===== src/rtl/usb_crc_pkg.sv =====
// Shared constants, FSM state type and CRC5 step function for the USB receive CRC checker.
package usb_crc_pkg;

  localparam int         PID_BITS         = 8;
  localparam logic [4:0] CRC5_INIT        = 5'b11111;
  localparam logic [4:0] CRC5_RESIDUE     = 5'b00000;
  localparam logic [4:0] CRC5_RESIDUE_INV = 5'b01100;

  typedef enum logic [1:0] {
    ST_IDLE,
    ST_PID,
    ST_BODY,
    ST_REPORT
  } rx_state_e;

  typedef struct packed {
    logic crc_ok;
    logic pid_ok;
    logic len_err;
    logic ovf_err;
  } rx_flags_t;

  // One LFSR step, state ordered {x4,x3,x2,x1,x0}; polynomial x^5 + x^2 + 1.
  function automatic logic [4:0] crc5_step(input logic [4:0] s, input logic b);
    logic fb;
    fb = b ^ s[4];
    return {s[3], s[2], s[1] ^ fb, s[0], fb};
  endfunction

endpackage


===== src/rtl/sipo_register_right.sv =====
// Serial-in register: bit din lands at position idx; clr wipes the register in the same cycle.
module sipo_register_right #(
  parameter int WIDTH = 100,
  parameter int IW    = $clog2(WIDTH + 1)
) (
  input  logic             clock,
  input  logic             reset_n,
  input  logic             clr,
  input  logic             we,
  input  logic [IW-1:0]    idx,
  input  logic             din,
  output logic [WIDTH-1:0] q
);

  // Clear and write may coincide: the write wins for its bit, all others go to 0.
  always_ff @(posedge clock or negedge reset_n) begin
    if (!reset_n) begin
      q <= '0;
    end else begin
      if (clr) q <= '0;
      if (we)  q[idx] <= din;
    end
  end

endmodule


===== src/rtl/crc5_rx_check.sv =====
// Receive CRC5 checker: reassembles an LSB-first packet and checks CRC5, PID and length at EOP.
// Define USB_INVERT_CRC_EN to expect a complemented CRC (residue 5'b01100 instead of 5'b00000).
module crc5_rx_check
  import usb_crc_pkg::*;
#(
  parameter  int MAX_BITS = 100,
  parameter  int MIN_BITS = 13,
  localparam int CW       = $clog2(MAX_BITS + 1)
) (
  input  logic                clock,
  input  logic                reset_n,
  input  logic                rx_bit,
  input  logic                rx_valid,
  input  logic                rx_eop,
  output logic [MAX_BITS-1:0] pkt_out,
  output logic [CW-1:0]       pkt_len,
  output logic                pkt_valid,
  output logic                crc_ok,
  output logic                pid_ok,
  output logic                len_err,
  output logic                ovf_err
);

`ifdef USB_INVERT_CRC_EN
  localparam logic [4:0] RESIDUE = CRC5_RESIDUE_INV;
`else
  localparam logic [4:0] RESIDUE = CRC5_RESIDUE;
`endif

  rx_state_e     state, state_nxt;
  logic [CW-1:0] cnt, cnt_nxt;
  logic [4:0]    lfsr, lfsr_nxt;
  logic          ovf, ovf_nxt;
  logic          start, wr_en;
  logic [CW-1:0] wr_idx;
  rx_flags_t     flags_q, flags_now, flags_out;

  always_ff @(posedge clock or negedge reset_n) begin
    if (!reset_n) begin
      state   <= ST_IDLE;
      cnt     <= '0;
      lfsr    <= '0;
      ovf     <= 1'b0;
      flags_q <= '0;
    end else begin
      state <= state_nxt;
      cnt   <= cnt_nxt;
      lfsr  <= lfsr_nxt;
      ovf   <= ovf_nxt;
      if (start)                   flags_q <= '0;
      else if (state == ST_REPORT) flags_q <= flags_now;
    end
  end

  always_comb begin
    state_nxt = state;
    cnt_nxt   = cnt;
    lfsr_nxt  = lfsr;
    ovf_nxt   = ovf;
    start     = 1'b0;
    wr_en     = 1'b0;
    wr_idx    = cnt;
    unique case (state)
      ST_IDLE: begin
        if (rx_valid) begin
          start     = 1'b1;
          wr_en     = 1'b1;
          wr_idx    = '0;
          cnt_nxt   = CW'(1);
          lfsr_nxt  = CRC5_INIT;
          ovf_nxt   = 1'b0;
          state_nxt = ST_PID;
        end
      end
      ST_PID, ST_BODY: begin
        if (rx_valid) begin
          // Count keeps running past capacity so the overflow length is visible, then pins.
          cnt_nxt = (cnt == CW'(MAX_BITS + 1)) ? cnt : cnt + 1'b1;
          if (cnt < CW'(MAX_BITS)) wr_en   = 1'b1;
          else                     ovf_nxt = 1'b1;
          if (state == ST_BODY)                lfsr_nxt  = crc5_step(lfsr, rx_bit);
          else if (cnt == CW'(PID_BITS - 1))   state_nxt = ST_BODY;
        end
        if (rx_eop) state_nxt = ST_REPORT;
      end
      ST_REPORT: state_nxt = ST_IDLE;
      default:   state_nxt = ST_IDLE;
    endcase
  end

  always_comb begin
    flags_now.len_err = (cnt < CW'(MIN_BITS));
    flags_now.ovf_err = ovf;
    flags_now.pid_ok  = (pkt_out[7:4] == ~pkt_out[3:0]);
    flags_now.crc_ok  = (lfsr == RESIDUE) && !flags_now.len_err && !ovf;
  end

  // Results are live during REPORT and frozen in flags_q afterwards.
  assign flags_out = (state == ST_REPORT) ? flags_now : flags_q;
  assign pkt_valid = (state == ST_REPORT);
  assign crc_ok    = flags_out.crc_ok;
  assign pid_ok    = flags_out.pid_ok;
  assign len_err   = flags_out.len_err;
  assign ovf_err   = flags_out.ovf_err;
  assign pkt_len   = cnt;

  sipo_register_right #(
    .WIDTH (MAX_BITS),
    .IW    (CW)
  ) u_sipo (
    .clock   (clock),
    .reset_n (reset_n),
    .clr     (start),
    .we      (wr_en),
    .idx     (wr_idx),
    .din     (rx_bit),
    .q       (pkt_out)
  );

endmodule


===== config.mk =====
export PLATFORM = sky130hd
export DESIGN_NAME = crc5_rx_check
export DESIGN_NICKNAME = d
export VERILOG_FILES = /design/src/rtl/usb_crc_pkg.sv /design/src/rtl/sipo_register_right.sv /design/src/rtl/crc5_rx_check.sv
export SDC_FILE = /design/constraint.sdc
export NUM_CORES = 1
export LEC_CHECK = 0
export CAP_MARGIN = 5
export CORE_ASPECT_RATIO = 1.1
export CORE_MARGIN = 2
export CORE_UTILIZATION = 59
export CTS_BUF_LIST = sky130_fd_sc_hd__clkbuf_4 sky130_fd_sc_hd__clkbuf_8
export DETAILED_ROUTE_END_ITERATION = 12
export PLACE_DENSITY_LB_ADDON = 0.2
export SYNTH_ARGS = -nofsm -noshare
export SYNTH_HDL_FRONTEND = slang
export SYNTH_HIERARCHICAL = 1
export SYNTH_SLANG_ARGS = --single-unit

===== constraint.sdc =====
create_clock -name clock -period 5.25 [get_ports clock]
set_clock_uncertainty 0.2 [all_clocks]
set_input_delay 0.7875 -clock clock [delete_from_list [all_inputs] [get_ports clock]]
set_output_delay 0.7875 -clock clock [all_outputs]
set_load 0.02 [all_outputs]

==> metrics, run 1 <==
Buf/Inv on CP=2; setup tns final=0 ns; Final Hold Viols=0; initial antenna violation count=0; Die Footprint=~0.012 mm²; count of final setup violators=0; post-synth net total=626; via count=~5k; initial DRC count=approximately 360; # diodes=0; GR Layer Usage met1=0.359; R2R Setup Slk=between 1.5 and 2 ns; Top Family by Delay on Critical Path=simple AND/OR/NAND/NOR gates; ys async rst share=1.00; largest net degree at the start of global routing=between 100 and 150; CTS root buffer=clkbuf_8; Final Cycle Share=0.708; leakage power=about 3.4 nW; Overall Power=about 3 mW; global route hottest layer=met2; GP Congestion=between 0.8 and 0.9; minimum clock period=around 3.7 ns; RSZ-0062 raised after global routing=no; Critical Path Stages=7; final WL=between 15000 and 20000 µm; Crit-path slowest cell=nor2_2; total gr overflow=0; status=complete, no violations; clk buf depth=2; I/O Buffers=116; Final ANT Viol Nets=0; final core occ=0.725; synthesized flop and latch total=between 100 and 150; CP cell instances=clkdlybuf4s50_1 -> nand2_1 -> inv_2 -> nor2_2 -> nor4b_4 -> a21oi_1 -> a31o_2; reg2reg start=state[0]; Seq/Total Area, Yosys=0.462; vias in the first global route=a little under 5k; worst slew pin tran=around 1.1 ns; I/O pin cnt=around 120; CTS tree=done; most common cell after layout, fill and taps aside=dfrtp_1; startpoint types=input port; worst hold slack=between 0.3 and 0.4 ns; Crit Reg-Reg Endpoint=u_sipo/q[37]; Max transition margin=0.245; clock latency at the later pin of the worst-skew pair=0.43 ns; met2 usage=0.438; Die Wd=between 100 and 150 µm; Initial Util=0.598; met3 usage=0.0771; worst reg-to-reg path cell count=9; library cells used by synthesis=56; DRC viols=0; Fmax=about 270 MHz; crit path kind=in2reg; Vias/cell=between 5 and 6; Mapped Cells=approximately 600; Core Area=about 0.011 mm²; drt wl/cell=~18 µm; Net count, final=701; hold_buf cts=0; most frequent cells in the layout=119 x dfrtp_1, 114 x clkdlybuf4s50_1, 94 x nand2b_1; die height=114 µm; H-tree depth=4; Primary FF master, synth=dfrtp_1; design area=about 0.0078 mm²; Area Overhead vs Synth=21.1%; Syn Area/Cell=about 10 µm²; type of element capturing the critical path=register; Detailed Routing Iterations Pass 1=6; Cell Area, Synth=0.00644 mm²; PD cells=375 mW/mm²; Max-cap violations=0; standard-cell rows=40; CTS buffer count=17; sinks on the clock net=119; hold crit path type=reg2reg; Crit Path Max Fanout=33; VDD IR-drop max=0.000196 V; Final Max Tran Viols=0; layout cells sized above 1=0.225; total track usage=0.271; post-CTS setup buffers=0; post-place instance area=0.00745 mm²; Filler Cell Count=787; critical path startpoint=rx_valid; Worst EP arrival=between 3 and 4 ns; Final HPWL DP=around 9500 µm; Synthesis Warnings=6; first-pass GRT wire length=between 20000 and 30000 µm; CP max stage delay=~0.78 ns; clock-pin slew on the worst setup and hold paths=roughly 0.06 ns; number of synthesized flops with an enable pin=0; critical path endpoint=u_sipo/q[15]; Post-CTS Resized=0; Worst Path Required=5.37 ns
## layout make-up
| type | instances | area [µm²] | area share |
|---|---|---|---|
| clock buffers | 25 | 325 | 0.0417 |
| multi-input cells | 424 | 3060 | 0.392 |
| flip-flops and latches | 119 | 2980 | 0.382 |
| well taps | 147 | 184 | 0.0236 |
| repair buffers | 123 | 1210 | 0.155 |
| inverters | 6 | 25.0 | 0.00321 |
| clock inverters | 4 | 20.0 | 0.00257 |
## cell usage after synthesis (all sizes together), types with 2 or more instances
library cell,number,share of area
nand3,3,0.0023
nor4b,6,0.018
and4,4,0.0060
buf,29,0.034
and4b,3,0.0052
nand4b,2,0.0051
xnor2,5,0.0068
nand4bb,2,0.0035
clkbuf,38,0.026
a21oi,90,0.070
nor4,2,0.0043
nand4,7,0.0068
mux2,19,0.033
and2,9,0.0087
a31o,84,0.11
nor2b,17,0.017
and4bb,9,0.017
nor2,23,0.013
inv,6,0.0039
nor3,4,0.0039
xor2,4,0.0054
dfrtp,119,0.46
o21ai,6,0.0047
nand2,11,0.0064
nand2b,94,0.091
ha,5,0.0097
## layer usage
metal / wire, µm / part of all wire / vias up
met1: 6600 / 0.43 / 2472
met5: 0 / 0 / -
met4: 221 / 0.014 / 0
met2: 7530 / 0.49 / 166
met3: 1050 / 0.068 / 21
li1: - / - / 2353
## per-stage QoR
step                      setup slack (ns)  std cells
after CTS                             1.59        848
after global routing                  1.30        848
after detailed placement              1.13        819
after floorplan                       2.53        616
final                                 1.53        848
after global placement                1.29        819
## worst register-to-register path: cells and delay by family, from the launching register on
kind | cells | cell delay, ns
buffers and inverters | 2 | 0.40
AND/OR/NAND/NOR | 2 | 0.67
AO/OA/AOI/OAI | 4 | 1.30
flip-flops | 1 | 0.40
adder cells (fa/ha/maj) | 1 | 0.50
## power breakdown
part	internal, mW	leakage, nW	switching, mW
Clock	0.394	0.188	0.340
Combinational	0.439	1.59	0.618
Sequential	1.02	1.63	0.115
Total	1.85	3.42	1.07
## registers in the layout (all words and copies together) (netlist names)
| name | cells |
|---|---|
| ovf | 1 |
| pkt_len | 7 |
| u_sipo/q | 100 |
| lfsr | 5 |
| flags_q | 4 |
| state | 2 |
## logic make-up after synthesis
family	after synthesis	synth area share
xor+xnor	9	0.0122
fa+ha+maj	5	0.00972
mux	20	0.0348
buf+inv	73	0.0639
flops	119	0.462
compound gates	189	0.201
simple gates	201	0.216
## how the worst min path moves through the flow
stage               to    start  cells past startpoint  slack (ns)
6_report       lfsr[0]  lfsr[0]                      2        0.31
5_1_grt        lfsr[2]  lfsr[2]                      1        0.35
4_1_cts        lfsr[0]  lfsr[0]                      2        0.31
3_5_place_dp   lfsr[0]  lfsr[0]                      2        0.30
3_3_place_gp   lfsr[2]  lfsr[2]                      1        0.29
2_1_floorplan  lfsr[3]  lfsr[3]                      2        0.27
Note: power is estimated with default switching activity, not from simulation.
==> run 2, diff against run 1 <==
--- a/config.mk
+++ b/config.mk
@@ -8,7 +8,7 @@
 export CAP_MARGIN = 5
 export CORE_ASPECT_RATIO = 1.1
 export CORE_MARGIN = 2
-export CORE_UTILIZATION = 59
+export CORE_UTILIZATION = 49
 export CTS_BUF_LIST = sky130_fd_sc_hd__clkbuf_4 sky130_fd_sc_hd__clkbuf_8
 export DETAILED_ROUTE_END_ITERATION = 12
 export PLACE_DENSITY_LB_ADDON = 0.2
==> constraint.sdc (replaced) <==
create_clock -name clock -period 3 [get_ports clock]
set_clock_uncertainty 0.2 [all_clocks]
set_input_delay 0.45 -clock clock [delete_from_list [all_inputs] [get_ports clock]]
set_output_delay 0.45 -clock clock [all_outputs]
set_load 0.02 [all_outputs]
==> run 2 against run 1 <==
Against the previous run: die area grew 20%; flip-flop and latch count stayed put; cell area grew 5.8%; total power rose by 95%; final cell count up 4.7%; routed wire length increased by 5.1%; largest cell class unchanged.
==> metrics, run 2 (synthesis gave the netlist of run 1 again) <==
Core Area=0.0127 mm² (was 0.0108 mm²); status=complete, no violations (unchanged); CTS tree=done (unchanged); Initial Util=0.507 (was 0.598); Final Hold Viols=0 (unchanged); PD cells=692 mW/mm² (was 375 mW/mm²); die height=124 µm (was 114 µm); Overall Power=5.71 mW (was 2.93 mW); minimum clock period=roughly 2.9 ns; GR Layer Usage met1=0.324 (was 0.359); I/O pin cnt=117 (unchanged); Die Footprint=0.0141 mm² (was 0.0118 mm²); worst slew pin tran=0.775 ns (was 1.13 ns); Final ANT Viol Nets=0 (unchanged); area of the multi-input gates=0.00307 mm² (was 0.00306 mm²); R2R Setup Slk=0.33 ns (was 1.68 ns); Vias/cell=5.77 (was 5.91); clock-pin slew on the worst setup and hold paths=0.06 ns (about the same); max reg flops=100 (unchanged); Filler Cell Count=1034 (was 787); vias in the first global route=4864 (was 4884); startpoint types=register (was input port); Fmax=~350 MHz; crit path kind=reg2out (was in2reg); initial DRC count=359 (unchanged); clk buf depth=2 (unchanged); Die Wd=113 µm (was 104 µm); Net count, final=728 (was 701); met3 usage=0.0531 (was 0.0771); via count=5123 (was 5012); total gr overflow=0 (unchanged); clock latency at the later pin of the worst-skew pair=0.43 ns (about the same); most common cell after layout, fill and taps aside=dfrtp_1 (unchanged); worst hold slack=0.324 ns (was 0.307 ns); total track usage=0.233 (was 0.271); type of element capturing the critical path=output pin (was register); largest reg by FF count=u_sipo/q (unchanged); VDD IR-drop max=0.000316 V (was 0.000196 V); post-place instance area=0.00778 mm² (was 0.00745 mm²); leakage power=3.61 nW (was 3.42 nW); layout cells sized above 1=0.257 (was 0.225); Crit Path Max Fanout=11 (was 33); largest net degree at the start of global routing=76 (was 101); count of final setup violators=0 (unchanged); Worst EP arrival=2.22 ns (was 3.84 ns); first-pass GRT wire length=26000 µm (was 25300 µm); Max transition margin=0.484 (was 0.245); Worst Path Required=2.35 ns (was 5.37 ns); standard-cell rows=43 (was 40); # diodes=0 (unchanged); global route hottest layer=met2 (unchanged); setup tns final=0 ns (unchanged); Area Overhead vs Synth=28.1% (was 21.1%); drt wl/cell=18.2 µm (about the same); GP Congestion=0.921 (was 0.873); RSZ-0062 raised after global routing=no (unchanged); initial antenna violation count=0 (unchanged); Max-cap violations=0 (unchanged); DRC viols=0 (unchanged); Final Max Tran Viols=0 (unchanged); I/O Buffers=116 (unchanged); design area=0.00825 mm² (was 0.00780 mm²); met2 usage=0.367 (was 0.438); Detailed Routing Iterations Pass 1=5 (was 6); hold crit path type=reg2reg (unchanged); final WL=16200 µm (was 15400 µm); sinks on the clock net=119 (unchanged); Seq. cell area=0.00298 mm² (unchanged); CTS root buffer=clkbuf_8 (unchanged); post-CTS setup buffers=0 (unchanged); most frequent cells in the layout=119 x dfrtp_1, 114 x clkdlybuf4s50_1, 94 x nand2b_1 (unchanged); CTS buffer count=17 (unchanged); Final Cycle Share=0.958; Final HPWL DP=10100 µm (was 9490 µm); H-tree depth=4 (unchanged)
## run 2: cell types whose count changed in the layout (fill, tap and decap cells not counted), sizes merged
cell,change
buf,+26
bufinv,+4
clkbuf,-4
clkinvlp,+4
clkinv,-1
dlygate4sd3,+1
## run 2: timing repair
item                       4_1_cts  5_1_grt
resized for setup                1        1
hold endpoints to repair        57        0
setup endpoints to repair        1        1
hold buffers                     1        0
## run 2: final timing paths
path / startpoint / endpoint / depth (start not counted)
worst max-delay path: pkt_len[2] / crc_ok / 5
worst min-delay path: lfsr[2] / lfsr[2] / 1
worst max register to register: state[0] / u_sipo/q[56] / 9
worst min register to register: lfsr[2] / lfsr[2] / 1
max in group asynchronous: reset_n / u_sipo/q[59] / 3
min in group asynchronous: reset_n / u_sipo/q[9] / 2
## run 2: worst max-delay path, stage by stage (launching register included)
cell and delay (ns):
dfrtp_1 0.56, o211ai_1 0.13, and2_1 0.21, nand3b_1 0.18, nand2_1 0.11, clkdlybuf4s50_1 0.61
## run 2: final cells by class
class	instances	share of cell area
Sequential cell	119	0.361
Clock buffer	21	0.0335
Multi-Input combinational cell	424	0.373
Inverter	6	0.00303
Timing Repair Buffer	150	0.185
Tap cell	157	0.0238
Clock inverter	11	0.0209
## run 2: power by group
group | total [mW] | internal (mW) | switching (mW)
registers | 2.01 | 1.79 | 0.220
clock network | 1.62 | 0.969 | 0.653
logic | 2.08 | 0.942 | 1.14
total | 5.71 | 3.70 | 2.01
## run 2: metrics by stage
step                       util  setup WS (ns)  std cells
after detailed placement  0.612         0.0990        855
after floorplan               -          0.276        616
after CTS                 0.649         0.0385        888
after global placement    0.612          0.106        855
final                     0.650          0.127        888
after global routing      0.650         0.0366        888
## run 2: metal layers
metal  share of wire  routed length [µm]
met1            0.44                7150
met2            0.49                7950
met3           0.059                 948
met4          0.0085                 138
met5               0                   0
==> run 3, diff against run 2 <==
--- a/config.mk
+++ b/config.mk
@@ -7,7 +7,7 @@
 export LEC_CHECK = 0
 export CAP_MARGIN = 5
 export CORE_ASPECT_RATIO = 1.1
-export CORE_MARGIN = 2
+export CORE_MARGIN = 8
 export CORE_UTILIZATION = 49
 export CTS_BUF_LIST = sky130_fd_sc_hd__clkbuf_4 sky130_fd_sc_hd__clkbuf_8
 export DETAILED_ROUTE_END_ITERATION = 12
@@ -16,3 +16,4 @@
 export SYNTH_HDL_FRONTEND = slang
 export SYNTH_HIERARCHICAL = 1
 export SYNTH_SLANG_ARGS = --single-unit
+export TNS_END_PERCENT = 50
==> run 3 against run 2 <==
Against the previous run: first-iteration DRC count up 5.6%; non-clock buffer count is 3 higher; die area rose by 21%; critical endpoint is now pid_ok; largest cell class unchanged.
==> metrics, run 3 (synthesis gave the netlist of run 1 again) <==
status=complete, no violations (unchanged); first-pass GRT wire length=27600 µm (was 26000 µm); minimum clock period=2.87 ns (about the same); sinks on the clock net=119 (unchanged); vias in the first global route=5121 (was 4864); Detailed Routing Iterations Pass 1=5 (unchanged); Net count, final=731 (was 728); VDD IR-drop max=0.000308 V (was 0.000316 V); Top Metal Used=met4 (unchanged); Vias/cell=5.69 (was 5.77); pre-CTS setup slack=0.186 ns (was 0.0990 ns); total track usage=0.204 (was 0.233); Max transition margin=0.629 (was 0.484); die height=136 µm (was 124 µm); count of final setup violators=0 (unchanged); Area Overhead vs Synth=27.1% (was 28.1%); total gr overflow=0 (unchanged); Final Cycle Share=0.955 (was 0.958); clock-pin slew on the worst setup and hold paths=0.07 ns (was 0.06 ns); I/O Buffers=116 (unchanged); largest reg by FF count=u_sipo/q (unchanged); Worst EP arrival=2.22 ns (about the same); most common cell after layout, fill and taps aside=dfrtp_1 (unchanged); final core occ=0.630 (was 0.650); RSZ-0062 raised after global routing=no (unchanged); Die Footprint=0.0171 mm² (was 0.0141 mm²); post-place instance area=0.00779 mm² (was 0.00778 mm²); via count=5074 (was 5123); leakage power=3.62 nW (was 3.61 nW); most frequent cells in the layout=119 x dfrtp_1, 113 x clkdlybuf4s50_1, 94 x nand2b_1 (was 119 x dfrtp_1, 114 x clkdlybuf4s50_1, 94 x nand2b_1); standard-cell rows=44 (was 43); crit path kind=reg2out (unchanged); # diodes=0 (unchanged); I/O pin cnt=117 (unchanged); initial antenna violation count=0 (unchanged); H-tree depth=4 (unchanged); Final Hold Viols=0 (unchanged); Final HPWL DP=11100 µm (was 10100 µm); routed wl met2=8220 µm (was 7950 µm); Crit Path Max Fanout=3 (was 11); DRC viols=0 (unchanged); GP Congestion=0.825 (was 0.921); post-CTS setup buffers=0 (unchanged); met1 wire length=7290 µm (was 7150 µm); type of element capturing the critical path=output pin (unchanged); largest net degree at the start of global routing=63 (was 76); post-route setup slack=0.135 ns (was 0.127 ns); final WL=16800 µm (was 16200 µm); hold crit path type=in2async (was reg2reg); startpoint types=register (unchanged); drt wl/cell=18.9 µm (was 18.2 µm); clock latency at the later pin of the worst-skew pair=0.43 ns (about the same); initial DRC count=379 (was 359); worst slew pin tran=0.556 ns (was 0.775 ns); worst hold slack=0.309 ns (was 0.324 ns); CTS buffer count=17 (unchanged); Fmax=349 MHz (was 348 MHz); Worst Path Required=2.35 ns (about the same); clk buf depth=2 (unchanged); Die Wd=125 µm (was 113 µm); CTS root buffer=clkbuf_8 (unchanged); Max-cap violations=0 (unchanged); design area=0.00819 mm² (was 0.00825 mm²); CTS tree=done (unchanged); Core Area=0.0130 mm² (was 0.0127 mm²); layout cells sized above 1=0.258 (was 0.257); PD cells=664 mW/mm² (was 692 mW/mm²); Final ANT Viol Nets=0 (unchanged); met3 WL=1050 µm (was 948 µm); setup tns final=0 ns (unchanged); max reg flops=100 (unchanged); Initial Util=0.496 (was 0.507); Final Max Tran Viols=0 (unchanged)
==> run 3: layout make-up <==
class / count / area, µm²
clock buffers: 24 / 318
clock inverters: 4 / 45.0
fillers: 1045 / 4810
inverters: 6 / 25.0
multi-input cells: 424 / 3080
flip-flops and latches: 119 / 2980
well taps: 161 / 201
repair buffers: 153 / 1540
==> run 3: path summary, 6_finish.rpt <==
kind,start,end,slack [ns],depth (start not counted)
max in group asynchronous,reset_n,u_sipo/q[1],1.48,3
min,reset_n,pkt_len[1],0.31,2
max reg2reg,state[0],u_sipo/q[59],0.30,8
max,u_sipo/q[3],pid_ok,0.13,4
min reg2reg,lfsr[3],lfsr[3],0.33,2
min in group clock,lfsr[3],lfsr[3],0.33,2
==> run 3: where the power goes <==
part | leakage, nW | switching [mW] | internal [mW]
Sequential | 1.63 | 0.216 | 1.79
Clock | 0.193 | 0.587 | 0.761
Combinational | 1.79 | 1.14 | 0.945
==> run 3: layer usage <==
| layer | vias to the layer above | global-route usage |
|---|---|---|
| li1 | 2403 | - |
| met1 | 2498 | 0.257 |
| met2 | 151 | 0.332 |
| met3 | 22 | 0.0534 |
| met4 | 0 | 0.0745 |
| met5 | - | 0 |
==> run 3: timing repair <==
item,in CTS,in global routing
setup endpoints to repair,2,1
hold buffers,1,0
resized for setup,2,2
endpoints found under the hold margin,31,0
==> run 3: metrics by stage <==
stage               cells  total power [mW]
detailed placement    862              4.09
floorplan             616              3.34
CTS                   891              5.48
global placement      862              4.04
finish                891              5.43
global route          891              5.74
==> run 3: worst max-delay path: stages (launching register included) <==
cell             delay (ns)
dfrtp_1                0.44
xnor2_1                0.17
nor4_2                 0.33
mux2_2                 0.22
clkdlybuf4s50_1        0.63
